$ cat src/rtl/dyn_concat_seq.sv
// rtl/dyn_concat_seq.sv - clocked select-and-concatenate list builder with valid/ready stream out
// Optional packed snapshot outputs (out_vec/out_cnt) enabled by DYN_CONCAT_SEQ_PACKED_OUT_EN.
module dyn_concat_seq #(
  parameter int DW     = 4,
  parameter int NSRC   = 4,
  parameter int MAXLEN = 8,
  parameter int SELW   = (NSRC > 1) ? $clog2(NSRC) : 1,
  parameter int LW     = $clog2(MAXLEN + 1)
) (
  input  logic                   clk,
  input  logic                   rst_n,
  input  logic                   wr_en,
  input  logic [SELW-1:0]        wr_idx,
  input  logic [DW-1:0]          wr_data,
  input  logic                   cmd_valid,
  output logic                   cmd_ready,
  input  logic [LW-1:0]          cmd_len,
  input  logic [MAXLEN*SELW-1:0] cmd_sel,
  output logic                   out_valid,
  input  logic                   out_ready,
  output logic [DW-1:0]          out_data,
  output logic                   out_last,
  output logic                   err,
  output logic [MAXLEN*DW-1:0]   out_vec,
  output logic [LW-1:0]          out_cnt
);

  localparam int IW = (MAXLEN > 1) ? $clog2(MAXLEN) : 1;

  typedef enum logic [1:0] {S_IDLE, S_BUILD, S_STREAM} state_e;

  state_e                 state_q;
  logic [DW-1:0]          src_q [NSRC];
  logic [DW-1:0]          buf_q [MAXLEN];
  logic [DW-1:0]          buf_d [MAXLEN];
  logic [LW-1:0]          len_q;
  logic [MAXLEN*SELW-1:0] sel_q;
  logic [IW-1:0]          k_q;
  logic [IW-1:0]          ptr_q;
  logic [IW-1:0]          ptr_nxt;
  logic                   out_valid_q;
  logic                   out_last_q;
  logic [DW-1:0]          out_data_q;
  logic                   err_q;
  logic [SELW-1:0]        cur_sel;
  logic [DW-1:0]          cur_elem;
  logic                   cur_oob;
  logic                   build_last;

  assign cmd_ready = (state_q == S_IDLE);
  assign out_valid = out_valid_q;
  assign out_data  = out_data_q;
  assign out_last  = out_last_q;
  assign err       = err_q;

  // Source lookup for the element being copied; the buffer with that copy applied feeds the
  // BUILD->STREAM transition so a one-element list can present its data on the same edge.
  always_comb begin
    cur_sel  = sel_q[k_q*SELW +: SELW];
    cur_elem = '0;
    cur_oob  = 1'b1;
    for (int i = 0; i < NSRC; i++) begin
      if (cur_sel == SELW'(i)) begin
        cur_elem = src_q[i];
        cur_oob  = 1'b0;
      end
    end
    build_last = ((LW'(k_q) + LW'(1)) == len_q);
    ptr_nxt    = ptr_q + IW'(1);
    for (int i = 0; i < MAXLEN; i++) begin
      buf_d[i] = buf_q[i];
    end
    if (state_q == S_BUILD) begin
      buf_d[k_q] = cur_elem;
    end
  end

  // Source element registers; writes land in any state, out-of-range indices match nothing.
  always_ff @(posedge clk or negedge rst_n) begin
    if (!rst_n) begin
      for (int i = 0; i < NSRC; i++) begin
        src_q[i] <= DW'(i + 1);
      end
    end else if (wr_en) begin
      for (int i = 0; i < NSRC; i++) begin
        if (wr_idx == SELW'(i)) begin
          src_q[i] <= wr_data;
        end
      end
    end
  end

  // Command accept, one-element-per-cycle build, then stream with registered outputs.
  always_ff @(posedge clk or negedge rst_n) begin
    if (!rst_n) begin
      state_q     <= S_IDLE;
      for (int i = 0; i < MAXLEN; i++) begin
        buf_q[i] <= '0;
      end
      len_q       <= '0;
      sel_q       <= '0;
      k_q         <= '0;
      ptr_q       <= '0;
      out_valid_q <= 1'b0;
      out_last_q  <= 1'b0;
      out_data_q  <= '0;
      err_q       <= 1'b0;
    end else begin
      case (state_q)
        S_IDLE: begin
          if (cmd_valid) begin
            if ((cmd_len == '0) || (int'(cmd_len) > MAXLEN)) begin
              err_q <= 1'b1;
            end else begin
              len_q   <= cmd_len;
              sel_q   <= cmd_sel;
              err_q   <= 1'b0;
              k_q     <= '0;
              for (int i = 0; i < MAXLEN; i++) begin
                buf_q[i] <= '0;
              end
              state_q <= S_BUILD;
            end
          end
        end
        S_BUILD: begin
          buf_q <= buf_d;
          k_q   <= k_q + IW'(1);
          if (cur_oob) begin
            err_q <= 1'b1;
          end
          if (build_last) begin
            state_q     <= S_STREAM;
            out_valid_q <= 1'b1;
            out_data_q  <= buf_d[0];
            out_last_q  <= (len_q == LW'(1));
            ptr_q       <= '0;
          end
        end
        S_STREAM: begin
          if (out_ready) begin
            if (out_last_q) begin
              out_valid_q <= 1'b0;
              out_last_q  <= 1'b0;
              state_q     <= S_IDLE;
            end else begin
              ptr_q      <= ptr_nxt;
              out_data_q <= buf_q[ptr_nxt];
              out_last_q <= ((LW'(ptr_nxt) + LW'(1)) == len_q);
            end
          end
        end
        default: state_q <= S_IDLE;
      endcase
    end
  end

`ifdef DYN_CONCAT_SEQ_PACKED_OUT_EN
  logic [MAXLEN*DW-1:0] vec_q;
  logic [LW-1:0]        cnt_q;

  // Snapshot of the completed list, refreshed only when a build finishes.
  always_ff @(posedge clk or negedge rst_n) begin
    if (!rst_n) begin
      vec_q <= '0;
      cnt_q <= '0;
    end else if ((state_q == S_BUILD) && build_last) begin
      for (int i = 0; i < MAXLEN; i++) begin
        vec_q[i*DW +: DW] <= buf_d[i];
      end
      cnt_q <= len_q;
    end
  end

  assign out_vec = vec_q;
  assign out_cnt = cnt_q;
`else
  assign out_vec = '0;
  assign out_cnt = '0;
`endif

endmodule
$ cat config.mk
export PLATFORM = sky130hd
export DESIGN_NAME = dyn_concat_seq
export DESIGN_NICKNAME = d
export VERILOG_FILES = /design/src/rtl/dyn_concat_seq.sv
export SDC_FILE = /design/constraint.sdc
export NUM_CORES = 1
export LEC_CHECK = 0
export ABC_AREA = 1
export BUFFER_PORTS_ARGS = -buffer_cell sky130_fd_sc_hd__buf_2
export CORE_ASPECT_RATIO = 0.6
export CORE_MARGIN = 1
export CORE_UTILIZATION = 40
export DETAILED_ROUTE_END_ITERATION = 10
export MAX_ROUTING_LAYER = met4
export REMOVE_ABC_BUFFERS = 1
export SYNTH_ARGS = -nofsm -noshare
export SYNTH_HDL_FRONTEND = slang
export SYNTH_SLANG_ARGS = --single-unit
export TNS_END_PERCENT = 20
$ cat constraint.sdc
create_clock -name clk -period 2.05 [get_ports clk]
set_input_delay 0.41 -clock clk [delete_from_list [all_inputs] [get_ports clk]]
set_output_delay 0.41 -clock clk [all_outputs]
set_load 0.05 [all_outputs]
==> impl_summary.txt, run 1 <==
----------------------------------------------------
[Detailed routing]
  Routed Antenna Nets ... 0
  Wirelength per Cell ... 14.3 um
  Via count ... 3946
  Detailed-route DRC error count ... 0
  Total wire length ... 11.2 mm
  Starting DRT DRC Count ... 374
  Total iterations of the first detailed-routing run ... 5
  Avg Vias per Cell ... 5.05

[STA]
  Number of endpoints with negative hold slack in the final report ... 0
  Final setup violating endpoints ... 0
  Fin crit share ... 94.1%
  Timing-limited maximum frequency ... 0.519 GHz
  Worst hold slack ... 0.0256 ns
  Number of pins with negative max-slew slack in the final report ... 0
  Unrepaired setup endpoints after global routing ... true
  Clock period minus worst slack ... 1.93 ns
  Final worst clock skew ... 0.00591 ns

[Power and ir drop]
  Worst voltage drop across the vdd grid ... 0.000617 V
  Power per Cell Area ... 1610 nW/um2
  Leakage power summed over all cells ... 0.00269 uW

[Layout]
  Fraction of layout cells with a size suffix above 1 ... 17.6%
  NumNets Final ... 672
  Post-route cell area ... 5210 um2
  Filler Cells Inserted ... 1067
  Ant. Diodes ... 0
  Synthesis-to-layout area growth ... 14.1%

[Logic synthesis]
  Synthesized cell area ... 4560 um2
  Area share of and/or/nand/nor cells after synthesis ... 25.7%
  Post-synthesis share of cell area spent on xor and xnor gates ... 1.15%
  Number of warnings issued by yosys ... 0
  Share of synthesized area spent on multiplexers ... 0.740%
  Sequential area share after synthesis ... 45.6%
  Average cell area after synthesis ... 7.76 um2
  Count of mapped cells out of synthesis ... 588
  Adder and majority cell fraction of the synthesized area ... 0.822%
  Synth Register Bits ... 83
  Synthesized-area fraction occupied by ao, oa, aoi and oai cells ... 11.9%
  Leading register cell type out of synthesis ... sky130_fd_sc_hd__dfrtp_1
  Count of different cell masters after synthesis ... 36
  Main combinational cell family by area after synthesis ... simple AND/OR/NAND/NOR gates
  Number of enable-type register cells in the synthesized netlist ... 0
  FFs w/ async S/R, synth ... 100%

[Global route]
  Number of antenna violations at the first check in global routing ... 0
  Largest net degree at the start of global routing ... 45
  Number of global-route vias before repair ... 3618
  All-Layer GR Usage ... 20.9%
  Residual overflow from global routing ... 0
  Wire length of the first global-routing pass ... 18.5 mm

[Placed design]
  IO buf count ... 38
  GP Congestion ... 0.902
  Area after DPL ... 4860 um2
  Half-perimeter wire length of the detailed placement result ... 8.51 mm

[CTS]
  CTS tree ... built
  Max clock buf depth ... 2
  Clock Root Buffer ... sky130_fd_sc_hd__clkbuf_16
  Worst-skew pair later-pin latency ... 0.34 ns
  Clock Pin Slew Worst Setup and Hold Paths ... 0.06 ns
  Postcts setup bufs ... 0
  Clock tree sinks ... 83
  CTS H-Tree Depth ... 3
  Number of buffers inserted during clock tree synthesis ... 9

[Worst setup path]
  Required time of the critical path ... 2.28 ns
  Critical path capture point type ... flip-flop
  Critical path type ... reg -> reg
  Top fanout value on the critical path ... 8
  Arrival time worst endpoint ... 2.16 ns
  Master of the slowest instance on the critical path ... sky130_fd_sc_hd__dfrtp_1
  Crit-path max cell delay ... 0.45 ns
  Cell-by-cell listing of the critical path ... nand2_1 -> clkinv_1 -> nand3_1 -> nand2_2 -> nor2_4 -> nand2_1 -> nand2_1 -> nand3_2 -> nand2_1 -> nand2_1 -> nand2_1 -> a21oi_2
  Critical Path Source Type ... flip-flop
  Most frequent CP cell ... sky130_fd_sc_hd__nand2_1

[Outcome]
  Outcome ... complete, no violations

[Worst hold path]
  Class of the tightest hold or removal check ... in -> async

[Floorplanning]
  Area of the core region ... 10800 um2
  Floorplan row count ... 29
  Top-level I/O count ... 75
  Effective utilization at floorplan ... 42.2%
  Die outline height ... 84.7 um
  Overall die area ... 11900 um2
  X dimension of the die ... 140 um

[Flow run]
  Max-cap viol count ... 0

----------------------------------------------------
## worst max-delay path, delay by kind of cell (launching register included)
kind	cells	cell delay (ns)
DFF	1	0.45
buffers and inverters	1	0.11
AOI/OAI and AO/OA	1	0.05
and+or+nand+nor	10	1.20
## metal layers
layer | up-vias | global-route usage (%) | part of all wire (%)
met2 | 137 | 27.1 | 39
met1 | 1869 | 32.0 | 52
met5 | - | - | 0
met3 | 14 | 4.56 | 7.2
met4 | 0 | 5.79 | 1.3
li1 | 1926 | - | -
## final timing paths
path | startpoint | to | slack (ns) | cells after the start
max in group asynchronous | rst_n | k_q[0] | 1.41 | 2
worst max register to register | k_q[1] | out_data[1] | 0.12 | 12
worst max-delay path | k_q[1] | out_data[1] | 0.12 | 12
min in group clk | cmd_sel[7] | sel_q[7] | 0.30 | 2
worst min-delay path | rst_n | sel_q[9] | 0.03 | 1
worst min register to register | src_q[6] | src_q[6] | 0.49 | 2
## cells by family after synthesis
logic type,after synthesis
XOR/XNOR,6
multiplexers,3
other,1
buffers and inverters,128
AND/OR/NAND/NOR,261
AO/OA/AOI/OAI,103
adder cells (fa/ha/maj),3
flip-flops,83
## where the power goes
group / internal [uW] / switching [uW] / total [uW] / leakage [uW]
sequential: 2220 / 362 / 2580 / 0.00102
combinational: 1190 / 2930 / 4130 / 0.00153
clock: 1010 / 673 / 1690 / 0.000144
total: 4420 / 3970 / 8390 / 0.00269
## cell type report
class                           instances  area [um2]  share of cell area [%]
Sequential cell                        83        2090                    40.1
Inverter                               75         282                    5.41
Clock buffer                           11         253                    4.85
Tap cell                              139         174                    3.34
Multi-Input combinational cell        412        2000                    38.5
Timing Repair Buffer                   57         348                    6.68
Clock inverter                          5        61.3                    1.18
## Yosys cell counts, drive strengths merged, types with 2 or more instances
library cell	n	area [um2]
buf	49	342
dfrtp	78	1950
o22ai	4	25.0
inv	74	278
nand2	130	510
nand4	4	25.0
xnor2	5	43.8
ha	3	37.5
nor2	46	190
o31ai	2	15.0
o21ai	55	275
a21oi	39	206
mux2	3	33.8
nand3	77	420
clkbuf	4	15.0
dfstp	5	131
## stage by stage
| stage | TNS (ns) | total power (uW) | setup slack, ns | util, % | std cells |
|---|---|---|---|---|---|
| 5_1_grt | -0.0555 | 8990 | -0.0433 | 48.2 | 782 |
| 6_report | 0 | 8390 | 0.121 | 48.2 | 782 |
| 2_1_floorplan | -2.35 | 5370 | -0.259 | - | 570 |
| 4_1_cts | 0 | 8320 | 0.101 | 47.9 | 782 |
| 3_3_place_gp | 0 | 6530 | 0.164 | 45.0 | 766 |
| 3_5_place_dp | 0 | 6600 | 0.133 | 45.0 | 766 |
## state kept, by name (all words and copies together) (netlist names), 2 cells and up
| name | flops |
|---|---|
| len_q | 4 |
| sel_q | 16 |
| state_q | 2 |
| k_q | 3 |
| out_data | 4 |
| src_q | 16 |
| buf_q | 32 |
| ptr_q | 3 |
## layout by cell type, fill, tap and decap left out, drive strengths merged, types with 3 or more instances in the layout
cell / n
clkinvlp: 3
nand2: 130
nor2: 46
xnor2: 5
conb: 36
dfrtp: 78
nand4: 4
o21ai: 55
a21oi: 39
buf: 57
dfstp: 5
o22ai: 4
nand3: 77
inv: 74
clkbuf: 11
ha: 3
mux2: 3
## repair_timing
| action | 4_1_cts | 5_1_grt |
|---|---|---|
| hold buffers | 0 | 0 |
| gates resized for setup | 0 | 7 |
| setup endpoints to repair | 0 | 13 |
Power figures use the tool's default switching activity.
==> run 2, diff against run 1 <==
--- a/config.mk
+++ b/config.mk
@@ -10,6 +10,7 @@
 export CORE_ASPECT_RATIO = 0.6
 export CORE_MARGIN = 1
 export CORE_UTILIZATION = 40
+export CTS_BUF_LIST = sky130_fd_sc_hd__clkbuf_16
 export DETAILED_ROUTE_END_ITERATION = 10
 export MAX_ROUTING_LAYER = met4
 export REMOVE_ABC_BUFFERS = 1
==> run 2 against run 1 <==
Wire length grew 0.96%. Sequential power is essentially flat. Utilization decreased by 0.081 points. Sequential share of layout area grew 0.091 points. Via count increased by 0.20%. Worst hold slack got worse by 0.0034 ns. Worst setup slack got worse by 0.025 ns. Register-to-register slack got worse by 0.03 ns. Critical path depth unchanged. Non-clock buffer count unchanged. Largest power group unchanged.
==> impl_summary.txt, run 2 (synthesis results as in run 1) <==
----------------------------------------------------
[Worst setup path]
  Critical path type ... reg -> reg
  Critical Path Source Type ... flip-flop
  Worst Setup EP ... out_data[0]
  Required time of the critical path ... 2.32 ns (+0.04 ns)
  Critical R2R Launch ... k_q[0]
  Critical path capture point type ... flip-flop
  Worst-case reg-to-reg path depth ... 12 (unchanged)
  Arrival time worst endpoint ... 2.23 ns (+0.07 ns)
  Reg2reg setup slack ... 0.1 ns (-0.03 ns)
  Worst flop-to-flop path endpoint ... out_data[0]
  Launching instance or port of the critical path ... k_q[0]
  Top fanout value on the critical path ... 8 (unchanged)

[STA]
  Clock period minus worst slack ... 1.95 ns (+0.0251 ns)
  Timing-limited maximum frequency ... 0.512 GHz (-1.3%)
  Final worst clock skew ... 0.00533 ns (-0.000580 ns)
  Fin crit share ... 95.3% (+1.2 points)
  Sum Neg Setup Slack ... 0 ns (unchanged)
  Unrepaired setup endpoints after global routing ... true
  Number of pins with negative max-slew slack in the final report ... 0 (unchanged)
  Final setup violating endpoints ... 0 (unchanged)
  Number of endpoints with negative hold slack in the final report ... 0 (unchanged)

[Floorplanning]
  Overall die area ... 11900 um2 (unchanged)
  X dimension of the die ... 140 um (unchanged)
  Top-level I/O count ... 75 (unchanged)
  Area of the core region ... 10800 um2 (unchanged)
  Floorplan row count ... 29 (unchanged)
  Die outline height ... 84.7 um (unchanged)
  Effective utilization at floorplan ... 42.2% (unchanged)

[CTS]
  Max clock buf depth ... 2 (unchanged)
  Clock tree sinks ... 83 (unchanged)
  CTS tree ... built
  Number of buffers inserted during clock tree synthesis ... 9 (unchanged)
  Clock Pin Slew Worst Setup and Hold Paths ... 0.06 ns (about the same)
  Clock Root Buffer ... sky130_fd_sc_hd__clkbuf_16
  Worst-skew pair later-pin latency ... 0.34 ns (about the same)
  Postcts setup bufs ... 0 (unchanged)
  CTS H-Tree Depth ... 3 (unchanged)

[Power and ir drop]
  Leakage power summed over all cells ... 0.00268 uW (-0.39%)
  Power per Cell Area ... 1610 nW/um2 (about the same)
  Worst voltage drop across the vdd grid ... 0.000621 V (+0.57%)

[Flow run]
  Max-cap viol count ... 0 (unchanged)

[Global route]
  Residual overflow from global routing ... 0 (unchanged)
  Largest net degree at the start of global routing ... 45 (unchanged)
  All-Layer GR Usage ... 21.0% (+0.026 points)
  Number of antenna violations at the first check in global routing ... 0 (unchanged)
  Wire length of the first global-routing pass ... 18.5 mm (+0.19%)
  Number of global-route vias before repair ... 3631 (+0.36%)

[Detailed routing]
  Routed Antenna Nets ... 0 (unchanged)
  Detailed-route DRC error count ... 0 (unchanged)
  Avg Vias per Cell ... 5.06 (+0.20%)
  Total wire length ... 11.3 mm (+0.96%)
  Starting DRT DRC Count ... 391 (+4.5%)
  Wirelength per Cell ... 14.5 um (+0.96%)
  Total iterations of the first detailed-routing run ... 5 (unchanged)
  Via count ... 3954 (+0.20%)

[Layout]
  Flip-flop count of the largest register, all copies and words added ... 32 (unchanged)
  NumNets Final ... 672 (unchanged)
  Ant. Diodes ... 0 (unchanged)
  Sequential cell area in the final layout ... 2090 um2 (about the same)
  Most frequent cells in the layout ... 123 x sky130_fd_sc_hd__nand2_1, 75 x sky130_fd_sc_hd__dfrtp_1, 70 x sky130_fd_sc_hd__nand3_1, 67 x sky130_fd_sc_hd__inv_1, 55 x sky130_fd_sc_hd__o21ai_0
  Registers with the highest flip-flop counts ... buf_q: 32 flops, sel_q: 16 flops, src_q: 16 flops
  Fraction of layout cells with a size suffix above 1 ... 17.6% (unchanged)
  Filler Cells Inserted ... 1069 (+0.19%)
  Synthesis-to-layout area growth ... 13.9%
  Register with the most flip-flops ... buf_q
  Post-route non-filler standard cell count ... 782 (unchanged)
  Multi-input gate area ... 2010 um2 (+0.50%)
  Most common library cell in the layout ignoring fill and taps ... sky130_fd_sc_hd__nand2_1

[Placed design]
  Total instance count after detailed placement ... 766 (unchanged)
  GP Congestion ... 0.902 (unchanged)
  Half-perimeter wire length of the detailed placement result ... 8.51 mm (unchanged)
  IO buf count ... 38 (unchanged)

[Outcome]
  Outcome ... complete, no violations

[Worst hold path]
  Class of the tightest hold or removal check ... in -> async

----------------------------------------------------
-- run 2: changes by cell type in the layout (fill, tap and decap cells not counted) --
cell / before / now
sky130_fd_sc_hd__nand2_1: 124 / 123
sky130_fd_sc_hd__clkbuf_8: 2 / 0
sky130_fd_sc_hd__clkinv_1: 1 / 3
sky130_fd_sc_hd__nand3_2: 5 / 4
sky130_fd_sc_hd__dfrtp_1: 76 / 75
sky130_fd_sc_hd__nand2_2: 4 / 5
sky130_fd_sc_hd__nand3_4: 2 / 3
sky130_fd_sc_hd__dfrtp_2: 2 / 3
-- run 2: worst min path at each step --
stage,startpoint,to
floorplan,rst_n,buf_q[0]
detailed placement,rst_n,sel_q[3]
finish,rst_n,sel_q[9]
global route,rst_n,sel_q[9]
CTS,rst_n,sel_q[3]
global placement,rst_n,sel_q[3]
-- run 2: power by group --
group	internal, uW	total [uW]	switching (uW)
Sequential	2220	2580	361
Combinational	1220	4180	2960
Clock	937	1610	676
Total	4380	8370	3990
-- run 2: area by class of cell --
cell class                      instances  share of cell area, %
Multi-Input combinational cell        412                   38.7
Tap cell                              139                   3.35
Inverter                               75                   5.42
Clock inverter                          7                   1.32
Sequential cell                        83                   40.1
Timing Repair Buffer                   57                   6.69
Clock buffer                            9                   4.33
-- run 2: worst max-delay path, cell delays in order, from the launching register on --
cell,delay [ns]
sky130_fd_sc_hd__dfrtp_2,0.45
sky130_fd_sc_hd__buf_4,0.18
sky130_fd_sc_hd__nand2_1,0.06
sky130_fd_sc_hd__nand2_1,0.05
sky130_fd_sc_hd__nand2_1,0.05
sky130_fd_sc_hd__nand2_1,0.12
sky130_fd_sc_hd__nor2_4,0.27
sky130_fd_sc_hd__nand3_1,0.13
sky130_fd_sc_hd__nand3_2,0.21
sky130_fd_sc_hd__nand2_1,0.07
sky130_fd_sc_hd__nand2_1,0.11
sky130_fd_sc_hd__nand2_1,0.08
sky130_fd_sc_hd__a21oi_2,0.11
-- run 2: per-layer routing --
metal,up-vias,GRT usage [%],routed length [um]
met4,0,5.79,122
li1,1925,-,-
met5,-,-,0
met3,11,4.56,724
met1,1874,31.9,5970
met2,144,27.2,4490
-- run 2: what timing repair did --
item,in CTS,in global routing
hold buffers,0,0
resized for setup,0,10
endpoints found under the setup margin,0,13
-- run 2: metrics by stage --
step           hold slack, ns  area (um2)  setup WS (ns)  utilization (%)  power, uW
3_3_place_gp            0.395        4860          0.164             45.0       6530
6_report               0.0222        5200         0.0963             48.1       8370
2_1_floorplan           0.114        4340         -0.259                -       5370
3_5_place_dp            0.404        4860          0.133             45.0       6600
5_1_grt                0.0479        5200        -0.0548             48.1       8960
4_1_cts                0.0367        5160          0.102             47.7       8240
==> run 3, diff against run 2 <==
--- a/config.mk
+++ b/config.mk
@@ -5,7 +5,6 @@
 export SDC_FILE = /design/constraint.sdc
 export NUM_CORES = 1
 export LEC_CHECK = 0
-export ABC_AREA = 1
 export BUFFER_PORTS_ARGS = -buffer_cell sky130_fd_sc_hd__buf_2
 export CORE_ASPECT_RATIO = 0.6
 export CORE_MARGIN = 1
==> run 3 against run 2 <==
The run now ends with negative setup slack left. Global-route usage fell by 2.4 points. Clock power grew 11%. Non-clock buffer count increased by 18.
==> impl_summary.txt, run 3 <==
----------------------------------------------------
[Worst setup path]
  Crit-path max cell delay ... 0.51 ns (+0.06 ns)
  Sum of buffers and inverters on the critical path ... 2 (+1)
  Critical path type ... reg -> reg
  Critical Path Source Type ... flip-flop
  Cell-by-cell listing of the critical path ... buf_12 -> mux4_2 -> mux2i_4 -> buf_12 -> mux2i_4 -> mux2_4 -> o21ai_1
  Top fanout value on the critical path ... 8 (unchanged)
  Required time of the critical path ... 2.27 ns (-0.05 ns)
  Master of the slowest instance on the critical path ... sky130_fd_sc_hd__mux4_2
  Critical path capture point type ... flip-flop
  Arrival time worst endpoint ... 2.33 ns (+0.10 ns)
  Top delay family on crit path ... multiplexers

[Logic synthesis]
  Biggest area consumer among synthesized cells ... sky130_fd_sc_hd__dfrtp_1
  Average cell area after synthesis ... 11.4 um2 (+47%)
  Number of enable-type register cells in the synthesized netlist ... 0 (unchanged)
  Top cells by area, synth ... sky130_fd_sc_hd__dfrtp_1 45%, sky130_fd_sc_hd__mux2_2 9.0%, sky130_fd_sc_hd__buf_4 6.2%, sky130_fd_sc_hd__mux4_2 5.2%, sky130_fd_sc_hd__mux2i_1 4.1%
  List of most frequent post-synthesis cells ... 78 x sky130_fd_sc_hd__dfrtp_1, 36 x sky130_fd_sc_hd__buf_4, 36 x sky130_fd_sc_hd__nand3_1
  Number of warnings issued by yosys ... 0 (unchanged)
  Sequential area share after synthesis ... 47.8% (+2.2 points)
  Count of mapped cells out of synthesis ... 383 (-35%)
  Cell with the most instances after synthesis ... sky130_fd_sc_hd__dfrtp_1
  Synth Register Bits ... 83 (unchanged)
  Count of different cell masters after synthesis ... 48 (+33%)
  Synthesized cell area ... 4360 um2 (-4.5%)
  Area share of the largest cell type after synthesis ... 44.8% (+2.0 points)
  FFs w/ async S/R, synth ... 100% (unchanged)
  Leading register cell type out of synthesis ... sky130_fd_sc_hd__dfrtp_1

[Global route]
  All-Layer GR Usage ... 18.6% (-2.4 points)
  Number of antenna violations at the first check in global routing ... 0 (unchanged)
  Residual overflow from global routing ... 0 (unchanged)
  Number of global-route vias before repair ... 2949 (-19%)
  Wire length of the first global-routing pass ... 15.4 mm (-17%)
  Largest net degree at the start of global routing ... 40 (-11%)

[Detailed routing]
  Routed Antenna Nets ... 0 (unchanged)
  Via count ... 3036 (-23%)
  Starting DRT DRC Count ... 182 (-53%)
  Wirelength per Cell ... 15.8 um (+9.3%)
  Total iterations of the first detailed-routing run ... 4 (-1)
  Detailed-route DRC error count ... 0 (unchanged)
  Total wire length ... 9.42 mm (-17%)
  Avg Vias per Cell ... 5.09 (+0.75%)

[CTS]
  Clock tree sinks ... 83 (unchanged)
  CTS tree ... built
  Clock Root Buffer ... sky130_fd_sc_hd__clkbuf_16
  Number of buffers inserted during clock tree synthesis ... 9 (unchanged)
  CTS H-Tree Depth ... 3 (unchanged)
  Max clock buf depth ... 2 (unchanged)
  Total of hold buffers inserted after clock tree synthesis ... 0 (unchanged)
  Clock Pin Slew Worst Setup and Hold Paths ... 0.06 ns (about the same)
  Worst-skew pair later-pin latency ... 0.35 ns (about the same)

[Layout]
  Registers with the highest flip-flop counts ... buf_q: 32 flops, sel_q: 16 flops, src_q: 16 flops
  Flip-flop count of the largest register, all copies and words added ... 32 (unchanged)
  Most common library cell in the layout ignoring fill and taps ... sky130_fd_sc_hd__dfrtp_1
  Post-route cell area ... 5280 um2 (+1.6%)
  Filler Cells Inserted ... 969 (-9.4%)
  Ant. Diodes ... 0 (unchanged)
  NumNets Final ... 486 (-28%)
  Synthesis-to-layout area growth ... 21.2%
  Fraction of layout cells with a size suffix above 1 ... 36.5% (+19 points)
  Most frequent cells in the layout ... 77 x sky130_fd_sc_hd__dfrtp_1, 37 x sky130_fd_sc_hd__buf_2, 36 x sky130_fd_sc_hd__mux2_2, 36 x sky130_fd_sc_hd__nand3_1, 36 x sky130_fd_sc_hd__conb_1
  Register with the most flip-flops ... buf_q

[STA]
  Clock period minus worst slack ... 2.12 ns (+0.163 ns)
  Final setup violating endpoints ... 27 (+27)
  Timing-limited maximum frequency ... 0.473 GHz (-7.7%)
  Unrepaired setup endpoints after global routing ... true
  Worst hold slack ... 0.0510 ns (+0.0288 ns)
  Fin crit share ... 103% (+7.9 points)
  Final worst clock skew ... 0.00767 ns (+0.00234 ns)
  Number of endpoints with negative hold slack in the final report ... 0 (unchanged)
  Max-Slew Margin vs Limit ... 63.1%
  Post-route worst setup slack ... -0.0662 ns (-0.163 ns)
  Number of pins with negative max-slew slack in the final report ... 0 (unchanged)
  Transition at the pin with the smallest max-transition slack ... 0.553 ns

[Floorplanning]
  Effective utilization at floorplan ... 41.1% (-1.1 points)
  Top-level I/O count ... 75 (unchanged)
  Floorplan row count ... 29 (unchanged)
  Overall die area ... 11300 um2 (-4.4%)
  Area of the core region ... 10600 um2 (-2.0%)
  Die outline height ... 82.9 um (-2.2%)
  X dimension of the die ... 137 um (-2.3%)

[Placed design]
  Half-perimeter wire length of the detailed placement result ... 6.81 mm (-20%)
  IO buf count ... 38 (unchanged)
  Area after DPL ... 4840 um2 (-0.44%)
  Setup slack at placement ... -0.113 ns (-0.246 ns)
  GP Congestion ... 0.799 (-11%)

[Power and ir drop]
  Power per Cell Area ... 1680 nW/um2 (+4.5%)
  Worst voltage drop across the vdd grid ... 0.000656 V (+5.6%)
  Post-layout total power ... 8890 uW (+6.2%)
  Leakage power summed over all cells ... 0.00235 uW (-12%)

[Worst hold path]
  Class of the tightest hold or removal check ... in -> async

[Outcome]
  Outcome ... complete, but fails checks
  Violations in the final reports ... negative setup slack

[Flow run]
  Max-cap viol count ... 0 (unchanged)

----------------------------------------------------
run 3: report_power, final:
part / switching (uW) / internal, uW
clock: 707 / 1090
combinational: 2320 / 2050
sequential: 452 / 2280
total: 3480 / 5410
run 3: cells by family (layout without fill, tap and decap cells):
family | count (synthesis) | count (layout) | synth area share (%)
buf+inv | 55 | 93 | 8.13
flops | 83 | 83 | 47.8
simple gates | 93 | 93 | 10.6
compound gates | 70 | 70 | 9.50
fa+ha+maj | 3 | 3 | 0.861
mux | 70 | 71 | 21.4
other cells | 1 | 36 | 0.0861
xor+xnor | 8 | 8 | 1.61
run 3: timing repair:
action,in CTS,in global routing
gates resized for setup,9,10
setup endpoints to repair,37,38
gates cloned,0,1
pin swaps,7,5
buffers inserted,1,0
run 3: final cells by class:
class	count	area, um2	share of cell area [%]
Clock inverter	7	104	1.97
Clock buffer	9	225	4.27
Timing Repair Buffer	75	549	10.4
Inverter	2	7.51	0.142
Sequential cell	83	2080	39.5
Multi-Input combinational cell	281	2140	40.5
Tap cell	139	174	3.29
run 3: path summary, 6_finish.rpt:
kind | startpoint | end | slack (ns) | cells past startpoint
worst max-delay path | k_q[0] | buf_q[13] | -0.07 | 7
worst min-delay path | rst_n | buf_q[20] | 0.05 | 1
worst max register to register | k_q[0] | buf_q[13] | -0.07 | 7
worst min register to register | out_valid | out_valid | 0.48 | 2
max in group asynchronous | rst_n | k_q[0] | 1.46 | 2
min in group clk | cmd_sel[13] | sel_q[13] | 0.29 | 2
run 3: metal layers:
metal / wire length (um) / global-route usage [%] / up-vias
met1: 5080 / 28.7 / 1473
met4: 112 / 5.45 / 0
met2: 3770 / 23.6 / 83
met5: 0 / - / -
li1: - / - / 1469
met3: 453 / 4.70 / 11
run 3: through the flow:
stage	cells	setup TNS (ns)	utilization, %
final	596	-1.04	49.8
after global routing	596	-3.60	49.8
after CTS	595	-0.732	49.3
after detailed placement	578	-2.13	45.7
after global placement	578	-0.733	45.7
after floorplan	365	-14.02	-
